$ cat src/rtl/fdiv_pkg.sv
// fdiv_pkg: shared definitions for the iterative FP mantissa divider.
//   fdiv_state_t   - divider FSM states (IDLE, RUN, DONE)
//   fdiv_qw()      - quotient bit count for a given mantissa width
//   fdiv_res_t     - registered result bundle handed to the rounding stage;
//                    fields are sized for the widest supported format
//                    (double) and narrower formats use the low bits.
package fdiv_pkg;

    typedef enum logic [1:0] {
        IDLE = 2'd0,
        RUN  = 2'd1,
        DONE = 2'd2
    } fdiv_state_t;

    localparam int unsigned FDIV_MANT_MAX_W = 53;
    localparam int unsigned FDIV_EXP_MAX_W  = 16;

    // One integer quotient bit, MANT_W-1 fraction bits, plus guard and
    // round-position bits for normalization.
    function automatic int unsigned fdiv_qw(input int unsigned mant_w);
        return mant_w + 2;
    endfunction

    typedef struct packed {
        logic                       sign;
        logic [FDIV_EXP_MAX_W-1:0]  exp;
        logic [FDIV_MANT_MAX_W-1:0] mant;
        logic                       guard;
        logic                       sticky;
        logic                       dz;
    } fdiv_res_t;

endpackage

$ cat src/rtl/fdiv_iter_step.sv
// fdiv_iter_step: one combinational radix-2 restoring division step.
//   rem      - current partial remainder (W+1 bits, always < 2*div)
//   div      - divisor mantissa (W bits)
//   rem_next - next partial remainder, already shifted left by one
//   q_bit    - quotient bit produced by this step
module fdiv_iter_step #(
    parameter int unsigned W = 24
) (
    input  logic [W:0]   rem,
    input  logic [W-1:0] div,
    output logic [W:0]   rem_next,
    output logic         q_bit
);

    logic [W:0] diff;

    // Remainder stays below the divisor after each step, so the left shift
    // never loses a set bit out of the W+1-bit field.
    always_comb begin
        q_bit    = (rem >= {1'b0, div});
        diff     = rem - {1'b0, div};
        rem_next = (q_bit ? diff : rem) << 1;
    end

endmodule

$ cat src/rtl/fdiv_mant_iter.sv
// fdiv_mant_iter: iterative radix-2 restoring mantissa divider for the FP
// divide pipeline. Computes Q = floor(A * 2^(MANT_W+1) / B) one bit per
// cycle, normalizes it, adjusts the exponent and produces guard/sticky.
//
// Ports:
//   clk, rst                 - clock, asynchronous active-high reset
//   in_valid / in_ready      - operand handshake (in_ready only in IDLE)
//   sign_in, exp_in          - sign and pre-computed biased exponent
//   mant_a_in, mant_b_in     - dividend / divisor mantissas (B may be 0)
//   out_valid / out_ready    - result handshake (held until consumed)
//   sign_out, exp_out        - registered sign and adjusted exponent
//   mant_out                 - normalized quotient mantissa
//   guard_out, sticky_out    - rounding bits for the downstream stage
//   dz_out                   - divisor mantissa was zero
//
// Build option: define FDIV_EARLY_EXIT_EN to finish as soon as the partial
// remainder reaches zero; results are identical, only latency shrinks.
module fdiv_mant_iter
    import fdiv_pkg::*;
#(
    parameter int unsigned MANT_W = 24,
    parameter int unsigned EXP_W  = 9
) (
    input  logic              clk,
    input  logic              rst,
    input  logic              in_valid,
    output logic              in_ready,
    input  logic              sign_in,
    input  logic [EXP_W-1:0]  exp_in,
    input  logic [MANT_W-1:0] mant_a_in,
    input  logic [MANT_W-1:0] mant_b_in,
    output logic              out_valid,
    input  logic              out_ready,
    output logic              sign_out,
    output logic [EXP_W-1:0]  exp_out,
    output logic [MANT_W-1:0] mant_out,
    output logic              guard_out,
    output logic              sticky_out,
    output logic              dz_out
);

    localparam int unsigned QW    = fdiv_qw(MANT_W);
    localparam int unsigned CNT_W = $clog2(QW);

    fdiv_state_t         state_q, state_d;
    logic [MANT_W:0]     rem_q, rem_d;
    logic [MANT_W-1:0]   div_q, div_d;
    logic [QW-2:0]       quo_q, quo_d;
    logic [CNT_W-1:0]    cnt_q, cnt_d;
    logic                sign_q, sign_d;
    logic [EXP_W-1:0]    exp_q, exp_d;
    fdiv_res_t           res_q, res_d;

    logic [MANT_W:0]     rem_step;
    logic                q_bit;
    logic [QW-1:0]       quo_next;
    logic [QW-1:0]       quo_fill;
    logic                last_step;
    logic [EXP_W-1:0]    exp_dec;
    logic [MANT_W-1:0]   mant_ones;
    fdiv_res_t           norm;

    fdiv_iter_step #(
        .W (MANT_W)
    ) u_step (
        .rem      (rem_q),
        .div      (div_q),
        .rem_next (rem_step),
        .q_bit    (q_bit)
    );

    // Quotient including this cycle's bit; quo_q only keeps the QW-1 bits
    // that still have to shift further.
    always_comb begin
        quo_next = {quo_q, q_bit};
`ifdef FDIV_EARLY_EXIT_EN
        // A zero remainder means every remaining quotient bit is 0: shift
        // the bits collected so far into their final positions.
        last_step = (cnt_q == '0) || (rem_step == '0);
        quo_fill  = quo_next << cnt_q;
`else
        last_step = (cnt_q == '0);
        quo_fill  = quo_next;
`endif
    end

    // Normalization of the finished quotient into the result bundle.
    always_comb begin
        exp_dec = exp_q - EXP_W'(1);
        norm      = '0;
        norm.sign = sign_q;
        if (quo_fill[QW-1]) begin
            norm.mant   = FDIV_MANT_MAX_W'(quo_fill[QW-1:2]);
            norm.guard  = quo_fill[1];
            norm.sticky = quo_fill[0] | (|rem_step);
            norm.exp    = FDIV_EXP_MAX_W'(exp_q);
        end else begin
            norm.mant   = FDIV_MANT_MAX_W'(quo_fill[QW-2:1]);
            norm.guard  = quo_fill[0];
            norm.sticky = |rem_step;
            norm.exp    = FDIV_EXP_MAX_W'(exp_dec);
        end
    end

    always_comb begin
        state_d   = state_q;
        rem_d     = rem_q;
        div_d     = div_q;
        quo_d     = quo_q;
        cnt_d     = cnt_q;
        sign_d    = sign_q;
        exp_d     = exp_q;
        res_d     = res_q;
        mant_ones = '1;
        case (state_q)
            IDLE: begin
                if (in_valid) begin
                    sign_d = sign_in;
                    exp_d  = exp_in;
                    div_d  = mant_b_in;
                    if (mant_b_in == '0) begin
                        res_d      = '0;
                        res_d.sign = sign_in;
                        res_d.exp  = FDIV_EXP_MAX_W'(exp_in);
                        res_d.mant = FDIV_MANT_MAX_W'(mant_ones);
                        res_d.dz   = 1'b1;
                        state_d    = DONE;
                    end else begin
                        rem_d   = {1'b0, mant_a_in};
                        quo_d   = '0;
                        cnt_d   = CNT_W'(QW - 1);
                        state_d = RUN;
                    end
                end
            end
            RUN: begin
                rem_d = rem_step;
                quo_d = quo_next[QW-2:0];
                cnt_d = cnt_q - CNT_W'(1);
                if (last_step) begin
                    res_d   = norm;
                    state_d = DONE;
                end
            end
            DONE: begin
                if (out_ready) begin
                    state_d = IDLE;
                end
            end
            default: state_d = IDLE;
        endcase
    end

    always_ff @(posedge clk or posedge rst) begin
        if (rst) begin
            state_q <= IDLE;
            rem_q   <= '0;
            div_q   <= '0;
            quo_q   <= '0;
            cnt_q   <= '0;
            sign_q  <= 1'b0;
            exp_q   <= '0;
            res_q   <= '0;
        end else begin
            state_q <= state_d;
            rem_q   <= rem_d;
            div_q   <= div_d;
            quo_q   <= quo_d;
            cnt_q   <= cnt_d;
            sign_q  <= sign_d;
            exp_q   <= exp_d;
            res_q   <= res_d;
        end
    end

    assign in_ready   = (state_q == IDLE);
    assign out_valid  = (state_q == DONE);
    assign sign_out   = res_q.sign;
    assign exp_out    = res_q.exp[EXP_W-1:0];
    assign mant_out   = res_q.mant[MANT_W-1:0];
    assign guard_out  = res_q.guard;
    assign sticky_out = res_q.sticky;
    assign dz_out     = res_q.dz;

    // Result fields wider than this instance's format must stay zero.
    generate
        if (MANT_W < FDIV_MANT_MAX_W) begin : g_mant_pad
            always_ff @(posedge clk) begin
                if (!rst) assert (res_q.mant[FDIV_MANT_MAX_W-1:MANT_W] == '0);
            end
        end
        if (EXP_W < FDIV_EXP_MAX_W) begin : g_exp_pad
            always_ff @(posedge clk) begin
                if (!rst) assert (res_q.exp[FDIV_EXP_MAX_W-1:EXP_W] == '0);
            end
        end
    endgenerate

endmodule
$ cat config.mk
export PLATFORM = sky130hd
export DESIGN_NAME = fdiv_mant_iter
export DESIGN_NICKNAME = d
export VERILOG_FILES = /design/src/rtl/fdiv_pkg.sv /design/src/rtl/fdiv_iter_step.sv /design/src/rtl/fdiv_mant_iter.sv
export SDC_FILE = /design/constraint.sdc
export NUM_CORES = 1
export LEC_CHECK = 0
export CAP_MARGIN = 10
export CORE_ASPECT_RATIO = 1.25
export CORE_MARGIN = 1
export CORE_UTILIZATION = 30
export DETAILED_ROUTE_END_ITERATION = 6
export DONT_BUFFER_PORTS = 1
export HOLD_SLACK_MARGIN = 0.06
export PLACE_DENSITY_LB_ADDON = 0.3
export SLEW_MARGIN = 10
export SYNTH_ARGS = -nofsm -noshare
export SYNTH_HDL_FRONTEND = slang
export SYNTH_HIERARCHICAL = 1
export SYNTH_SLANG_ARGS = --single-unit
$ cat constraint.sdc
create_clock -name clk -period 7.9 [get_ports clk]
set_input_delay 1.58 -clock clk [delete_from_list [all_inputs] [get_ports clk]]
set_output_delay 1.58 -clock clk [all_outputs]
set_load 0.03 [all_outputs]
# Word-level counts from Yosys, hierarchy flattened
# Index checks and enable logic that the tools add are counted.
word_totals:
  ff_bits: 128
  inputBits: 62
  output_inout_bits: 39
  elab_cells: 54
op_classes:
  addsub: 3
  n_lt_le_gt_ge: 1
  eq_ne: 7
  mux: 20
  bitwise: 1
  n_reduce_logical: 9
ops:
  columns: ["cell", "count"]
  rows:
  - ["two-way mux 73 bit", 3]
  - ["one-hot mux 73 bit (2 select lines)", 1]
  - ["two-way mux 25 bit", 4]
  - ["one-hot mux 25 bit (2 select lines)", 2]
  - ["two-way mux 64 bit", 1]
  - [">= comparator 25 x 24 -> 1 bit", 1]
  - ["zero test 24 bit", 1]
  - ["two-way mux 24 bit", 1]
  - ["OR reduction 24 bit", 1]
  - ["subtractor 24 bit", 1]
  - ["two-way mux 5 bit", 2]
  - ["one-hot mux 5 bit (2 select lines)", 1]
  - ["subtractor 9 x 1 -> 9 bit, second input constant", 1]
  - ["two-way mux 2 bit", 4]
  - ["inequality test 2 bit, second input constant", 3]
  - ["one-hot mux 2 bit (3 select lines)", 1]
  - ["AND reduction 3 bit", 2]
  - ["zero test 5 bit", 1]
  - ["subtractor 5 x 1 -> 5 bit, second input constant", 1]
  - ["inequality test 2 x 1 -> 1 bit, second input constant", 2]
  - ["AND reduction 4 bit", 1]
  - ["equality test 2 x 1 -> 1 bit, second input constant", 1]
  - ["equality test 2 bit, second input constant", 1]
  - ["zero test 2 bit", 1]
  - ["other kinds (3)", 3]

# Depth between registers and ports, before layout
# Gate-level depths: netlist of run 1.
depth:
  word_depth: 7
  mapped_depth: 15
  ltp_nobuf: 14

# By module
# Netlist of run 1, hierarchy kept.
by_module_without_submodules:
  columns: ["mod", "n_inst", "cells_per_inst", "area_each_um2", "seq_area_each_um2"]
  rows:
  - ["fdiv_mant_iter", 1, 486, 5657.9, 3203.1]
  - ["fdiv_iter_step", 1, 225, 1702.9, 0.0]

# Least setup slack after synthesis of run 1
# OpenSTA, ideal clock, no wires.
synth_timing:
  path_kind: "reg2reg"
  startpoint: "register div_q[1]"
  endpoint: "register res_q (netlist bit sticky_out)"
  setup_ns: 0.129
  arrival_time_ns: 3.212
  t_required_ns: 7.771
  path_slack_ns: 4.559
  stages_incl_launch_ff: 15
  n_path_buf: 1
  period_less_slack_ns: 3.341
  cell_sequence: "dfrtp_1 > inv_1 > ha_1 > nor2b_1 > o31a_1 > o31ai_4 > a31oi_1 > or2_4 > a311oi_4 > buf_6 > mux2_1 > nor4_1 > nand4_1 > o21ai_0 > o21ai_0"
synth_via:
  elab_chain_cells: 7
  word_cells_on_any_way: 8
  classes_between: "add/sub: 1; order compare: 1; mux: 4; bitwise: 1; reduce/logical: 1"
synth_lines:
  columns: ["element", "line", "source"]
  rows:
  - ["start, declared", "fdiv_mant_iter.sv:47", "logic [MANT_W-1:0] div_q, div_d;"]
  - ["start signal, assigned", "fdiv_mant_iter.sv:167", "div_q <= div_d;"]
  - ["subtractor 24 bit / >= comparator 25 x 24 -> 1 bit (equally long branches)", "fdiv_iter_step.sv:21, fdiv_iter_step.sv:20", null]
  - ["two-way mux 24 bit *", "fdiv_iter_step.sv:22", "rem_next = (q_bit ? diff : rem) << 1;"]
  - ["net rem_step[7]", "fdiv_mant_iter.sv:54", "logic [MANT_W:0] rem_step;"]
  - ["OR reduction 24 bit *", "fdiv_mant_iter.sv:95, fdiv_mant_iter.sv:100", null]
  - ["OR 1 bit", "fdiv_mant_iter.sv:95", "norm.sticky = quo_fill[0] | (|rem_step);"]
  - ["two-way mux 64 bit *", "fdiv_mant_iter.sv:92", "if (quo_fill[QW-1]) begin"]
  - ["two-way mux 73 bit *", "fdiv_mant_iter.sv:140", "if (last_step) begin"]
  - ["one-hot mux 73 bit (2 select lines) *", "fdiv_mant_iter.sv:115", "case (state_q)"]
  - ["end signal, assigned", "fdiv_mant_iter.sv:172", "res_q <= res_d;"]
  - ["end, declared", "fdiv_mant_iter.sv:52", "fdiv_res_t res_q, res_d;"]
# The timed path passes the listed nets; every way through them passes the cells marked *. The select of a mux whose other input is x is not followed.
# A chain may end at the register's enable or synchronous reset.

# Final worst setup path of run 1
# Same ends and word-level chain as after synthesis.

==> results.ini, run 1 <==
[worst_setup_path]
cp_slowest_cell=a311oi_4
cp_data_required_time_ns=8.17
cp-start-kind=flip-flop
crit_family=compound AO/OA/AOI/OAI gates
cp_cell_sequence=inv_1, ha_1, nor2b_1, o31a_1, o31ai_4, a31oi_1, or2_4, a311oi_4, buf_4, mux2_1, nor4_1, nand4_1, o21ai_0, o21ai_0
worstSetupPathType=reg -> reg
worst-path-buf-inv=2
max_stage_delay_ns=0.63
endpoint_kind=flip-flop
timing.rr.start=div_q[1]$_DFFE_PP0P_
reg2reg_to=sticky_out$_DFFE_PP0P_
reg2reg_setup_slack_ns=3.53
path_common_cell=o21ai_0
cp.arrival_ns=4.64
cp_max_fo=17
r2r.worst_path.cells=14

[floorplanning]
die_h_um=177
design.core.area_um2=23900
die-area_um2=25200
io_pins=101
dieWidth_um=142
start_util_pct=30.8
rows=63

[timing]
tns_ns=0
fin_crit_ns=4.37
max_clock_freq_ghz=0.229
slew_violations=0
finalHoldViolCount=0
skew_ns=0.0110
fin_crit_sh_pct=55.3
fin_ws_ns=3.53
relSlewSlack_pct=32.7
worst_pin_slew_ns=0.984
setup_viol=0
rsz0062_at_grt=false

[yosys]
synthCells=711
synth_seq_cells=128
yosys.area_share.simple_pct=11.3
async_reset_ff_share_pct=100
synthFlopType=dfrtp_1
yosysMostFrequentCell=dfrtp_1
synthDistinctLibCells=63
synth-xor-area-share_pct=3.09
yosysTopAreaCell=dfrtp_1
synthAdderAreaFrac_pct=4.69
synth_top_family_by_area=multiplexers
syn_nets=800
yosysSeqAreaShare_pct=43.5
synth_compound_area_share_pct=15.5
synth_top_area_share_pct=43.5
syn_area_um2=7360
synth_edf_count=0
synth.area.top_cells=dfrtp_1, mux2i_1, mux2_2, ha_1, a22o_1
synth.area.mux_share_pct=17.0
syn_avg_cell_area_um2=10.4
yosys-top-cells-count=dfrtp_1, nand2_1, mux2i_1
ys_warn_count=6

[pwr]
p_sw_mw=2.05
pwr-share-seq_pct=30.1
power_density_nw_per_um2=565
power.internal_mw=2.60
p_leak_nw=3.49
p_clk_share_pct=17.9
p_comb_share_pct=52.1
vdd_ir_drop_max_mv=0.155
p_sw_share_pct=44.1

[detailed_routing]
vias=5148
drc_errors=0
first_pass_iters=4
avgViaCountPerCell=4.98
drtIter0Drc=216
antenna_left=0
wl_um=18300
routedWlPerCell_um=17.7

[cts]
numCtsBuffers=17
cts_tree=built
htree_levels=4
cts_buffer_depth=2
cts_setup_buffers=0
clock_latency_ns=0.42
clkSinkCount=128
clk_pin_slew_worst_paths_ns=0.07
post_cts_resized=0
ctsHoldBuffers=0
cts_root_buf=clkbuf_16

[global_route]
gr-total-overflow=0
antenna_found_initial=0
grt_pass1_wl_um=29500
grt.total_usage_pct=15.4
grt_max_degree=75
first_global_vias=5355

[worst_hold_path]
holdPathStages=2
min_path_type=reg -> reg
hp-start=rem_q[0]$_DFFE_PP0P_
whs_endpoint=rem_q[0]$_DFFE_PP0P_

[placed_design]
pre_cts_ws_ns=3.51
gp_congestion=0.765
dp_hpwl_um=12900
portBuffers=0

[cells_and_area]
final_nets=784
drive_above_1_share_pct=14.0
syn2layout_area_growth_pct=11.9
antenna_cells=0

[job]
drv_cap=0

[status]
status=finished, final reports clean

registers in the layout, summed over array words and instances, names as in the netlist:
register	flops
exp_q	9
rem_q	25
sticky_out	1
mant_out	24
quo_q	25
div_q	24
exp_out	9
sign_q	1
guard_out	1
state_q	2
sign_out	1
dz_out	1
cnt_q	5
layout make-up:
| class | instances | area, µm² |
|---|---|---|
| Sequential cell | 128 | 3200 |
| Inverter | 40 | 155 |
| Clock inverter | 15 | 193 |
| Tap cell | 325 | 407 |
| Timing Repair Buffer | 6 | 45.0 |
| Multi-Input combinational cell | 502 | 3810 |
| Fill cell | 2395 | 15600 |
| Clock buffer | 17 | 425 |
metrics by stage:
step / hold slack [ns] / total power, mW / utilization [%] / area, µm² / instances
floorplan: 0.456 / 3.32 / - / 7360 / 711
global placement: 0.474 / 3.81 / 31.9 / 7620 / 1001
detailed placement: 0.487 / 3.83 / 31.9 / 7620 / 1001
CTS: 0.505 / 4.70 / 34.5 / 8240 / 1033
global route: 0.521 / 5.03 / 34.5 / 8240 / 1033
finish: 0.502 / 4.65 / 34.5 / 8240 / 1033
logic make-up after synthesis:
| group | after synthesis |
|---|---|
| compound gates | 169 |
| simple gates | 164 |
| flops | 128 |
| mux | 115 |
| buf+inv | 81 |
| fa+ha+maj | 27 |
| xor+xnor | 26 |
| other cells | 1 |
per-layer routing:
| metal | GRT usage, % | vias to the layer above | wire (µm) | share of wire, % |
|---|---|---|---|---|
| met4 | 4.79 | 0 | 249 | 1.4 |
| li1 | - | 2548 | - | - |
| met2 | 26.3 | 83 | 9240 | 50 |
| met5 | 0 | - | 0 | 0 |
| met3 | 4.60 | 18 | 919 | 5.0 |
| met1 | 18.4 | 2499 | 7910 | 43 |
cells in the final DEF, fill, tap and decap left out, drive strengths merged, types with 3 or more instances in the layout:
master,count
a211oi,5
a21o,9
a21oi,39
a22o,27
a31oi,5
and3,3
and4,3
buf,6
clkbuf,17
clkinv,4
dfrtp,128
ha,26
inv,48
mux2,63
mux2i,52
nand2,55
nand2b,3
nand3,4
nand4,5
nor2,27
nor2b,5
nor3,31
nor3b,5
nor4,15
o21a,4
o21ai,54
o31ai,3
or2,3
xnor2,12
xor2,14
power by group through the flow:
stage	logic (mW)	registers, mW	clock network (mW)
after global placement	2.40	1.42	0
after CTS	2.44	1.41	0.854
after floorplan	2.02	1.30	0
after detailed placement	2.42	1.41	0
final	2.42	1.40	0.830
after global routing	2.70	1.45	0.881
tightest hold or removal path, stage by stage (launching register included):
cell     delay, ns
dfrtp_1       0.35
nand2_1       0.05
o21ai_1       0.07
worst max-delay path by stage:
| stage | start | endpoint | slack, ns | cells past startpoint |
|---|---|---|---|---|
| 6_report | div_q[1]$_DFFE_PP0P_ | sticky_out$_DFFE_PP0P_ | 3.53 | 14 |
| 4_1_cts | div_q[1]$_DFFE_PP0P_ | sticky_out$_DFFE_PP0P_ | 3.46 | 14 |
| 3_5_place_dp | div_q[1]$_DFFE_PP0P_ | sticky_out$_DFFE_PP0P_ | 3.51 | 14 |
| 3_3_place_gp | div_q[1]$_DFFE_PP0P_ | sticky_out$_DFFE_PP0P_ | 3.46 | 14 |
| 5_1_grt | div_q[1]$_DFFE_PP0P_ | sticky_out$_DFFE_PP0P_ | 3.28 | 14 |
| 2_1_floorplan | rst | cnt_q[0]$_DFFE_PP0P_ | 2.91 | 1 |
Note: power is estimated with default switching activity, not from simulation.
==> run 2, diff against run 1 <==
==> constraint.sdc (replaced) <==
create_clock -name clk -period 4.3 [get_ports clk]
set_input_delay 0.86 -clock clk [delete_from_list [all_inputs] [get_ports clk]]
set_output_delay 0.86 -clock clk [all_outputs]
set_load 0.03 [all_outputs]
==> run 2 against run 1 <==
Net effect: first-iteration DRC count is 7.4% higher; clock skew increased by 0.0032 ns; clock-buffer cell count did not move; highest routed layer unchanged; sequential share of layout area is essentially flat; hold slack got worse by 0.0090 ns; sequential power up 80%; via count increased by 0.64%; global-route usage is 0.27 points higher; critical endpoint unchanged.
==> results.ini, run 2 (synthesis results as in run 1) <==
[floorplanning]
dieWidth_um=142  ; unchanged
die-area_um2=25200  ; unchanged
start_util_pct=30.8  ; unchanged
design.core.area_um2=23900  ; unchanged
rows=63  ; unchanged
io_pins=101  ; unchanged
die_h_um=177  ; unchanged

[cells_and_area]
final_nets=791  ; +0.89%
antenna_cells=0  ; unchanged
layout_common_cells=dfrtp_1, nand2_1, mux2i_1, o21ai_0
drive_above_1_share_pct=14.8  ; +0.84 points
largestRegisters=quo_q (25), rem_q (25)
layout_commonest_cell=dfrtp_1
syn2layout_area_growth_pct=11.9  ; about the same

[placed_design]
gp_congestion=0.826  ; +8.0%
portBuffers=0  ; unchanged
dp_hpwl_um=13300  ; +2.5%

[pwr]
power.internal_mw=4.67  ; +80%
p_clk_share_pct=16.6  ; -1.3 points
vdd_ir_drop_max_mv=0.292  ; +88%
p_leak_nw=3.49  ; about the same
power_density_nw_per_um2=1030  ; +82%
p_sw_share_pct=44.8  ; +0.66 points
pwr-share-seq_pct=29.8  ; -0.3 points
p_sw_mw=3.79  ; +85%
p_comb_share_pct=53.6  ; +1.5 points

[worst_setup_path]
cp_slowest_cell=dfrtp_1
cp-start-kind=flip-flop
reg2reg_to=sticky_out$_DFFE_PP0P_
r2r.worst_path.cells=14  ; unchanged
cp.arrival_ns=4.00  ; -0.64 ns
max_stage_delay_ns=0.38  ; -0.25 ns
cp_cell_sequence=inv_1, ha_1, nor2b_1, o31a_1, o31ai_4, a31oi_1, or2_4, a311oi_4, buf_4, mux2_1, nor4_1, nand4_1, o21ai_0, o21ai_0
path_common_cell=o21ai_0
cp_data_required_time_ns=4.58  ; -3.59 ns
worstSetupPathType=reg -> reg
cp_max_fo=18  ; +1
timing.rr.start=div_q[1]$_DFFE_PP0P_
reg2reg_setup_slack_ns=0.59  ; -2.95 ns
endpoint_kind=flip-flop

[cts]
cts_root_buf=clkbuf_16
numCtsBuffers=17  ; unchanged
cts_buffer_depth=2  ; unchanged
ctsHoldBuffers=0  ; unchanged
clk_pin_slew_worst_paths_ns=0.07  ; about the same
clock_latency_ns=0.43  ; about the same
clkSinkCount=128  ; unchanged
cts_setup_buffers=0  ; unchanged
cts_tree=built
post_cts_resized=0  ; unchanged
htree_levels=4  ; unchanged

[detailed_routing]
avgViaCountPerCell=4.98  ; about the same
drtIter0Drc=232  ; +7.4%
first_pass_iters=4  ; unchanged
wl_um=18700  ; +2.2%
routedWlPerCell_um=18.0  ; +1.6%
vias=5181  ; +0.64%
antenna_left=0  ; unchanged
drc_errors=0  ; unchanged

[global_route]
busiest_layer=met2
grt.total_usage_pct=15.6  ; +0.27 points
gr-total-overflow=0  ; unchanged
grt_pass1_wl_um=29900  ; +1.5%
grtUsageMet2_pct=26.5  ; +0.14 points
antenna_found_initial=0  ; unchanged
grt_max_degree=102  ; +36%
first_global_vias=5399  ; +0.82%
grtUsageMet1_pct=19.6  ; +1.3 points
grtUsageMet3_pct=3.79  ; -0.81 points

[timing]
slew_violations=0  ; unchanged
setup_viol=0  ; unchanged
skew_ns=0.0141  ; +0.00315 ns
fin_crit_ns=3.71  ; -0.654 ns
finalHoldViolCount=0  ; unchanged
max_clock_freq_ghz=0.269  ; +18%
fin_crit_sh_pct=86.3  ; +31 points
worst_pin_slew_ns=0.978  ; -0.00601 ns
relSlewSlack_pct=34.8  ; +2.1 points
tns_ns=0  ; unchanged
hold_slack_ns=0.493  ; -0.00903 ns
rsz0062_at_grt=false

[worst_hold_path]
min_path_type=in -> async

[job]
drv_cap=0  ; unchanged

[status]
status=finished, final reports clean

[run 2: cell count changes in the layout (fill, tap and decap cells not counted)]
cell / change
buf_4: +7
clkinvlp_4: +4
bufinv_16: -2
clkinv_4: -2
[run 2: power groups by stage]
stage	sequential (mW)	clock, mW	combinational [mW]
after detailed placement	2.55	0	4.53
after floorplan	2.39	0	3.71
after global placement	2.54	0	4.49
after global routing	2.61	1.52	5.05
after CTS	2.53	1.46	4.56
final	2.52	1.41	4.53
[run 2: layout make-up]
| cell class | instances | area (µm²) |
|---|---|---|
| clock buffer | 17 | 425 |
| inverter | 40 | 155 |
| fill | 2396 | 15600 |
| multi-input combinational | 502 | 3810 |
| sequential | 128 | 3200 |
| tap | 325 | 407 |
| clock inverter | 15 | 145 |
| timing repair buffer | 13 | 97.6 |
[run 2: per-layer routing]
layer	routed length (µm)	vias up
li1	-	2555
met1	8360	2523
met2	9400	88
met3	711	15
met4	265	0
met5	0	-
[run 2: how the worst max path moves through the flow]
stage / start / endpoint / slack [ns]
finish: div_q[1]$_DFFE_PP0P_ / sticky_out$_DFFE_PP0P_ / 0.59
floorplan: rst / cnt_q[0]$_DFFE_PP0P_ / 0.03
detailed placement: div_q[1]$_DFFE_PP0P_ / sticky_out$_DFFE_PP0P_ / 0.59
global route: div_q[10]$_DFFE_PP0P_ / sticky_out$_DFFE_PP0P_ / 0.37
global placement: div_q[1]$_DFFE_PP0P_ / sticky_out$_DFFE_PP0P_ / 0.70
CTS: div_q[1]$_DFFE_PP0P_ / sticky_out$_DFFE_PP0P_ / 0.56
[run 2: worst max-delay path, delay by kind of cell (launching register included)]
family | cells | cell delay [ns]
and+or+nand+nor | 4 | 0.93
DFF | 1 | 0.38
buffers and inverters | 2 | 0.38
adders and majority gates | 1 | 0.28
AOI/OAI and AO/OA | 6 | 1.22
muxes | 1 | 0.38
[run 2: stage by stage]
stage	worst slack [ns]	utilization (%)	cell area [µm²]	power, mW	instances
6_report	0.589	34.5	8240	8.46	1040
5_1_grt	0.372	34.5	8240	9.18	1040
3_3_place_gp	0.700	32.1	7670	7.02	1008
3_5_place_dp	0.589	32.1	7670	7.08	1008
4_1_cts	0.564	34.5	8240	8.55	1040
2_1_floorplan	0.0274	-	7360	6.10	711
==> run 3, diff against run 2 <==
--- a/config.mk
+++ b/config.mk
@@ -10,8 +10,7 @@
 export CORE_MARGIN = 1
 export CORE_UTILIZATION = 30
 export DETAILED_ROUTE_END_ITERATION = 6
-export DONT_BUFFER_PORTS = 1
-export HOLD_SLACK_MARGIN = 0.06
+export HOLD_SLACK_MARGIN = 0.1
 export PLACE_DENSITY_LB_ADDON = 0.3
 export SLEW_MARGIN = 10
 export SYNTH_ARGS = -nofsm -noshare
==> run 3 against run 2 <==
Net effect: global-route usage increased by 0.064 points; die area is the same; fmax decreased by 3.5%; hold slack better by 0.0013 ns; design area grew 13%; worst setup slack worse by 0.14 ns; final cell count rose by 9.8%; sequential power is 12% lower; highest routed layer unchanged.
==> results.ini, run 3 (synthesis results as in run 1) <==
[status]
status=finished, final reports clean

[cells_and_area]
antenna_cells=0  ; unchanged
layout_common_cells=dfrtp_1, clkdlybuf4s50_1, nand2_1, mux2i_1, o21ai_0
final_nets=893  ; +13%
post-route-util_pct=39.1  ; +4.6 points
largestRegisters=quo_q (25), rem_q (25)
fillers=2368  ; -1.2%
layout_commonest_cell=dfrtp_1
multi_input_area_um2=3810  ; unchanged
seq_area_um2=3200  ; unchanged
finish.instance_area_um2=9330  ; +13%
syn2layout_area_growth_pct=26.7
drive_above_1_share_pct=13.2  ; -1.6 points

[placed_design]
postPlaceCellArea_um2=8700  ; +13%
portBuffers=100  ; +100
dp_hpwl_um=13300  ; +0.28%
gp_congestion=0.838  ; +1.5%

[timing]
fin_crit_sh_pct=89.5  ; +3.2 points
hold_slack_ns=0.494  ; +0.00132 ns
skew_ns=0.0110  ; -0.00310 ns
max_clock_freq_ghz=0.260  ; -3.5%
setup_viol=0  ; unchanged
finalHoldViolCount=0  ; unchanged
slew_violations=0  ; unchanged
worst_pin_slew_ns=0.783  ; -0.195 ns
fin_crit_ns=3.85  ; +0.136 ns
tns_ns=0  ; unchanged
rsz0062_at_grt=false
relSlewSlack_pct=47.3  ; +13 points

[cts]
htree_levels=4  ; unchanged
cts_root_buf=clkbuf_16
cts_tree=built
clock_latency_ns=0.42  ; about the same
numCtsBuffers=17  ; unchanged
cts_setup_buffers=0  ; unchanged
clk_pin_slew_worst_paths_ns=0.06  ; about the same
clkSinkCount=128  ; unchanged
cts_buffer_depth=2  ; unchanged
post_cts_resized=0  ; unchanged
ctsHoldBuffers=0  ; unchanged

[pwr]
power_density_nw_per_um2=959  ; -6.6%
p_leak_nw=3.93  ; +13%
vdd_ir_drop_max_mv=0.373  ; +28%

[job]
drv_cap=0  ; unchanged

[detailed_routing]
avgViaCountPerCell=4.85  ; -2.7%
wl_um=18900  ; +0.73%
routedWlPerCell_um=16.5  ; -8.3%
vias=5536  ; +6.9%
drtIter0Drc=263  ; +13%
drc_errors=0  ; unchanged
first_pass_iters=4  ; unchanged
antenna_left=0  ; unchanged

[worst_setup_path]
cp-start-kind=flip-flop
cp.arrival_ns=4.13  ; +0.13 ns
cp_max_fo=15  ; -3
worstSetupPathType=reg -> reg
cp_data_required_time_ns=4.58  ; about the same
endpoint_kind=flip-flop

[floorplanning]
design.core.area_um2=23900  ; unchanged
rows=63  ; unchanged
start_util_pct=30.8  ; unchanged
io_pins=101  ; unchanged
die_h_um=177  ; unchanged
dieWidth_um=142  ; unchanged
die-area_um2=25200  ; unchanged

[worst_hold_path]
min_path_type=reg -> reg

[global_route]
grtUsageMet3_pct=3.33  ; -0.46 points
grtUsageMet2_pct=26.5  ; unchanged
gr-total-overflow=0  ; unchanged
first_global_vias=5655  ; +4.7%
grt.total_usage_pct=15.7  ; +0.064 points
grtUsageMet1_pct=19.6  ; -0.078 points
grt_pass1_wl_um=30300  ; +1.3%
antenna_found_initial=0  ; unchanged
grt_max_degree=59  ; -42%
busiest_layer=met2

==> run 3: layout make-up <==
class | instances | share of cell area [%]
multi-input cells | 502 | 40.8
flip-flops and latches | 128 | 34.4
repair buffers | 115 | 12.1
clock buffers | 18 | 4.71
well taps | 325 | 4.36
clock inverters | 14 | 2.07
inverters | 40 | 1.64
==> run 3: worst max-delay path, stage by stage (launching register included) <==
cell and delay, ns:
dfrtp_1 0.39, inv_1 0.06, ha_1 0.28, nor2b_1 0.14, o31a_1 0.31, o31ai_4 0.20
a31oi_1 0.14, or2_4 0.29, a311oi_4 0.26, buf_4 0.30, mux2_1 0.38, nor4_1 0.47
nand4_1 0.14, o21ai_0 0.21, o21ai_0 0.11
==> run 3: stage by stage <==
stage	worst slack [ns]	std cells	power, mW
after detailed placement	0.483	1110	7.38
after global routing	0.191	1142	9.67
final	0.452	1142	8.95
after CTS	0.454	1142	9.02
after floorplan	0.0274	711	6.10
after global placement	0.667	1110	7.32
==> run 3: report_power, final <==
part           switching, mW  internal, mW  leakage, nW
sequential             0.428          1.79         1.59
clock                  0.622         0.951        0.308
combinational           2.76          2.40         2.03
==> run 3: routing by layer <==
| metal | wire [µm] | share of wire, % |
|---|---|---|
| met1 | 8460 | 45 |
| met2 | 9380 | 50 |
| met3 | 644 | 3.4 |
| met4 | 389 | 2.1 |
| met5 | 0 | 0 |
==> run 3: path summary, 6_finish.rpt <==
check | startpoint | endpoint | cells after the start | slack, ns
worst max-delay path | div_q[1]$_DFFE_PP0P_ | sticky_out$_DFFE_PP0P_ | 14 | 0.45
worst min-delay path | exp_out[8]$_DFFE_PP0P_ | exp_out[8]$_DFFE_PP0P_ | 1 | 0.49
worst max register to register | div_q[1]$_DFFE_PP0P_ | sticky_out$_DFFE_PP0P_ | 14 | 0.45
worst min register to register | exp_out[8]$_DFFE_PP0P_ | exp_out[8]$_DFFE_PP0P_ | 1 | 0.49
max in group asynchronous | rst | quo_q[6]$_DFFE_PP0P_ | 3 | 2.65
min in group asynchronous | rst | exp_q[5]$_DFFE_PP0P_ | 2 | 0.87
==> RTL change 1 (settings of run 3) <==
The 3 states of `fdiv_state_t` get a one-hot encoding in 3 bits.
--- a/src/rtl/fdiv_pkg.sv
+++ b/src/rtl/fdiv_pkg.sv
@@ -7,8 +7,8 @@
 package fdiv_pkg;
 
-    typedef enum logic [1:0] {
-        IDLE = 2'd0,
-        RUN  = 2'd1,
-        DONE = 2'd2
+    typedef enum logic [2:0] {
+        IDLE = 3'b001,
+        RUN  = 3'b010,
+        DONE = 3'b100
     } fdiv_state_t;
 
Function: no difference found for any inputs over 10 cycles, from zero or initial values and one cycle with rst high; not proved beyond that.
==> RTL change 1 against run 3 <==
  * Power shrank 2.5%
  * Final area grew 2.5%
  * Via count grew 7.6%
  * Count of clock-buffer cells in the layout is the same
  * Wire length grew 7.4%
  * Critical path depth is the same
  * Core utilization shrank 0.27 points
  * Sequential cell count grew 1
  * Setup slack lost 0.23 ns
  * Sequential share of layout area shrank 0.58 points
  * Combinational power is essentially flat
  * Area after synthesis grew 3.2%
  * Largest cell class unchanged
  * Highest routed layer unchanged
==> RTL change 1: results (changes against run 3) <==
Route
  • Via/cell ratio: 4.885 (was 4.848)
  • Met2 WL: 9853 um (was 9379 um)
  • Drt initial violations: 277 (was 263)
  • Metal3 WL: 868 um (was 644 um)
  • Routed wire per std cell: 16.64 um (was 16.53 um)
  • Met1 Routed Length: 8997 um (was 8460 um)

Global routing
  • M2 GR Usage: 26.48% (was 26.47%)
  • Number of global-route vias before repair: 6011 (was 5655)
  • First-pass GRT wire length: 32760 um (was 30320 um)
  • Routing usage on met3: 3.436% (was 3.328%)
  • Maximum number of pins on one net before global-route repair: 54 (was 59)
  • Initial antenna violation count: 0 (unchanged)
  • Met1 Track Usage GR: 20.92% (was 19.55%)
  • GRT Util Overall: 16.31% (was 15.71%)

Placed design
  • DP Area: 8940 sq um (was 8696 sq um)
  • Post-detail-place hpwl: 14520 um (was 13310 um)
  • Port Buffer Count: 100 (unchanged)
  • Gpl congestion: 0.8824 (was 0.8380)

Synth
  • Synth cell types: 70 (was 63)
  • Adder-cell share of the synthesized area: 4.546% (was 4.691%)
  • Mux cell area share after synthesis: 13.74% (was 16.96%)
  • Synth cell count leaders: nand2_1, dfrtp_1, nor2_1 (was dfrtp_1, nand2_1, mux2i_1)
  • Post-synthesis sequential area ratio: 42.51% (was 43.52%)
  • Top cells by area, synth: dfrtp_1, nand2_1, mux2_4 (was dfrtp_1, mux2i_1, mux2_2)
  • Top cell type's share of synthesized area: 42.17% (was 43.52%)
  • Complex-gate fraction of the synthesized area: 14.74% (was 15.47%)
  • Post-Syn Nets: 870 (was 800)
  • Synth warn: 6 (unchanged)
  • Synth Area in XOR/XNOR: 3.228% (was 3.094%)

Pwr
  • Maximum VDD drop: 0.2970 mV (was 0.3726 mV)
  • NetSw: 3820 uW (was 3810 uW)
  • Leakage: 0.004110 uW (was 0.003927 uW)

Clock tree
  • Max clock buf depth: 2 (unchanged)
  • TritonCTS buffer count: 17 (unchanged)
  • H-tree depth: 4 (unchanged)
  • Root Buffer: clkbuf_16 (unchanged)
  • Clock Latency Late Sink: 0.43 ns

Setup path
  • Arrival time at the worst endpoint: 4.38 ns (was 4.13 ns)
  • CP endpoint: sticky_out (unchanged)
  • CP max-delay cell: or4_1 (was nor4_1)
  • Critical-path maximum fanout: 7 (was 15)
  • Worst path top cell family by delay: compound AO/OA/AOI/OAI gates (unchanged)
  • CP max stage delay: 0.56 ns (was 0.47 ns)
  • Reg2reg setup slack: 0.22 ns (was 0.45 ns)
  • FF-to-FF path depth: 14 (unchanged)

STA
  • Min Hold Slack: 0.4713 ns (was 0.4943 ns)
  • Rel. slew slack: 37.49% (was 47.34%)
  • Clk_skew: 0.01221 ns (was 0.01101 ns)

Worst hold path
  • Worst min path class: reg2reg (unchanged)
  • WHS Path Cells: 2 (was 1)
  • Hold Path Origin: div_q[6] (was exp_out[8])
  • Worst Hold Path EP: div_q[6] (was exp_out[8])

Outcome
  • Run status: finished clean (unchanged)

Layout
  • Antenna Cells: 0 (unchanged)
  • Final net count: 965 (was 893)
  • Filler instances: 2512 (was 2368)
  • Share of cells above drive strength 1: 13.05% (was 13.22%)
RTL change 1: cell count changes after synthesis, sizes merged, moves of 6 or more:
cell and change:
a21oi -20, mux2 -6, mux2i -25, nand2 +98
nor2 +51, nor3 -24, o21ai -23, o22ai +24
RTL change 1: power by group through the flow:
stage                     sequential [uW]  clock (uW)  combinational, uW
after floorplan                      2290           0               3540
after global placement               2040           0               5100
after detailed placement             2040           0               5120
after CTS                            2030        1560               5160
after global routing                 2090        1600               5660
final                                2030        1520               5170
RTL change 1: kinds of logic (layout without fill, tap and decap cells):
| family | after synthesis | count (layout) |
|---|---|---|
| and+or+nand+nor | 281 | 281 |
| AOI/OAI and AO/OA | 152 | 152 |
| DFF | 129 | 129 |
| muxes | 84 | 84 |
| buffers and inverters | 79 | 187 |
| xor gates and xnor gates | 28 | 28 |
| adders and majority gates | 27 | 27 |
| other | 1 | 1 |
RTL change 1: cell type report:
type	instances	area, sq um	share of cell area [%]
clock inverters	14	180.2	1.884
inverters	38	145.1	1.517
well taps	330	412.9	4.317
flip-flops and latches	129	3231	33.77
clock buffers	18	429.2	4.487
multi-input cells	573	4010	41.92
repair buffers	117	1157	12.10
RTL change 1: per-stage QoR:
step,worst slack (ns),power (uW),cells
after floorplan,0.0006626,5830,781
after global placement,0.3297,7143,1187
after detailed placement,0.2082,7162,1187
after CTS,0.1786,8754,1219
after global routing,0.01750,9359,1219
final,0.2239,8721,1219
RTL change 1: tightest hold or removal path, delay by kind of cell, from the launching register on:
family        cells  cell delay [ns]
flops             1             0.34
simple gates      2             0.10
RTL change 1: timing repair:
action,4_1_cts,5_1_grt
endpoints found under the setup margin,0,1
setup buffers,0,0
gates resized for setup,0,5
==> RTL change 2 (settings of run 3) <==
Without the edit above. `EXP_W`: 9 -> 11.
--- a/src/rtl/fdiv_mant_iter.sv
+++ b/src/rtl/fdiv_mant_iter.sv
@@ -20,5 +20,5 @@
 #(
     parameter int unsigned MANT_W = 24,
-    parameter int unsigned EXP_W  = 9
+    parameter int unsigned EXP_W  = 11
 ) (
     input  logic              clk,
Interface: changed (resized exp_in and exp_out); port bits go from 101 to 105. The function was not compared with the original's and may differ.
==> RTL change 2 against run 3 <==
  * Setup slack got worse by 0.064 ns
  * Highest routed layer unchanged
  * Synthesized cell count up 5.1%
  * Power rose by 2.7%
  * Final area is 4.6% higher
  * First-iteration DRC count fell by 11%
  * Count of clock-buffer cells in the layout grew 3
  * Core utilization decreased by 0.60 points
  * Worst hold slack got worse by 0.0038 ns
  * Sequential cell count rose by 4
  * Wire length increased by 4.6%
  * Area after synthesis increased by 5.6%
  * Critical endpoint unchanged
  * Critical path type unchanged
  * Sequential share of layout area shrank 0.49 points
  * Non-clock buffer count is 4 higher
==> RTL change 2: results (changes against run 3) <==
Outcome
  • Run status: finished clean (unchanged)

Layout
  • Share of cells above drive strength 1: 18.87% (was 13.22%)
  • Final net count: 931 (was 893)
  • Non-Filler Instances: 1188 (was 1142)

Setup path
  • Arrival time at the worst endpoint: 4.21 ns (was 4.13 ns)

Pwr
  • Maximum VDD drop: 0.3336 mV (was 0.3726 mV)
  • Leakage: 0.004271 uW (was 0.003927 uW)

Placed design
  • Post-detail-place hpwl: 14120 um (was 13310 um)
  • Gpl congestion: 0.8160 (was 0.8380)
  • DP Area: 9180 sq um (was 8696 sq um)
  • Port Buffer Count: 104 (was 100)

Synth
  • Post-synthesis sequential area ratio: 42.48% (was 43.52%)
  • Top cells by area, synth: dfrtp_1, mux2_2, nand2_1 (was dfrtp_1, mux2i_1, mux2_2)
  • Synth cell types: 70 (was 63)
  • Synth cell count leaders: dfrtp_1, nand2_1, mux2_2 (was dfrtp_1, nand2_1, mux2i_1)
  • Synth Area per Inst: 10.41 sq um (was 10.35 sq um)
  • Post-Syn Nets: 838 (was 800)

Route
  • Drt initial violations: 233 (was 263)
  • DRT Pass-1 Iters: 7 (was 4)
  • DR vias: 5903 (was 5536)

Global routing
  • First-pass GRT wire length: 32260 um (was 30320 um)
  • Maximum number of pins on one net before global-route repair: 72 (was 59)
  • Routing usage on met3: 4.121% (was 3.328%)
  • GRT Util Overall: 15.48% (was 15.71%)
  • M2 GR Usage: 27.71% (was 26.47%)
  • Number of global-route vias before repair: 6106 (was 5655)
RTL change 2: cell types whose count changed in the layout (fill, tap and decap cells not counted), moves of 20 or more:
| cell | change |
|---|---|
| a21oi_1 | -23 |
| mux2_2 | +59 |
| mux2i_1 | -25 |
| nand2_1 | +65 |
| nor3_1 | -26 |
| o21ai_0 | -20 |
RTL change 2: layout make-up:
type / instances / area (sq um)
flip-flops and latches: 132 / 3304
well taps: 335 / 419.2
inverters: 37 / 142.6
clock inverters: 11 / 126.4
fillers: 2576 / 15620
clock buffers: 21 / 450.4
repair buffers: 119 / 1179
multi-input cells: 533 / 4135
RTL change 2: per-stage QoR:
step                      setup slack (ns)  util [%]
final                               0.3881     38.45
after detailed placement            0.3191     36.18
after CTS                           0.3668     38.45
after global routing                0.1953     38.45
after global placement              0.3784     36.18
after floorplan                     0.7688         -
RTL change 2: per-layer routing:
metal / up-vias / routed length (um)
met3: 22 / 889
met5: - / 0
li1: 2849 / -
met4: 0 / 422
met2: 111 / 10210
met1: 2921 / 8215
RTL change 2: worst max-delay path, cell delays in order, from the launching register on:
cell and delay [ns]:
dfrtp_1 0.39, inv_1 0.06, ha_1 0.29, nor2b_1 0.16, o31a_1 0.32, o31ai_4 0.21, a31oi_1 0.14, or2_4 0.29
a311oi_4 0.27, buf_4 0.32, mux2_1 0.38, nor4_1 0.34, and4_1 0.26, a41oi_1 0.09, mux2_2 0.27
RTL change 2: final timing paths:
| path | startpoint | end | slack [ns] | cells after the start |
|---|---|---|---|---|
| worst min register to register | mant_out[11] | mant_out[11] | 0.49 | 1 |
| worst max register to register | div_q[1] | sticky_out | 0.39 | 14 |
| worst min-delay path | mant_out[11] | mant_out[11] | 0.49 | 1 |
| worst max-delay path | div_q[1] | sticky_out | 0.39 | 14 |
| max in group asynchronous | rst | quo_q[24] | 2.53 | 3 |
| min in group asynchronous | rst | mant_out[9] | 0.90 | 2 |
RTL change 2: report_power, final:
part | internal, uW | total [uW] | switching, uW
logic | 2620 | 5460 | 2840
registers | 1820 | 2290 | 473
clock network | 874 | 1440 | 567
total | 5310 | 9190 | 3880
RTL change 2: logic make-up after synthesis:
logic type | Yosys count | synth area share, %
compound gates | 125 | 12.00
xor+xnor | 25 | 2.816
buf+inv | 82 | 4.811
mux | 144 | 20.66
fa+ha+maj | 27 | 4.441
other cells | 1 | 0.04822
simple gates | 211 | 12.74
flops | 132 | 42.48
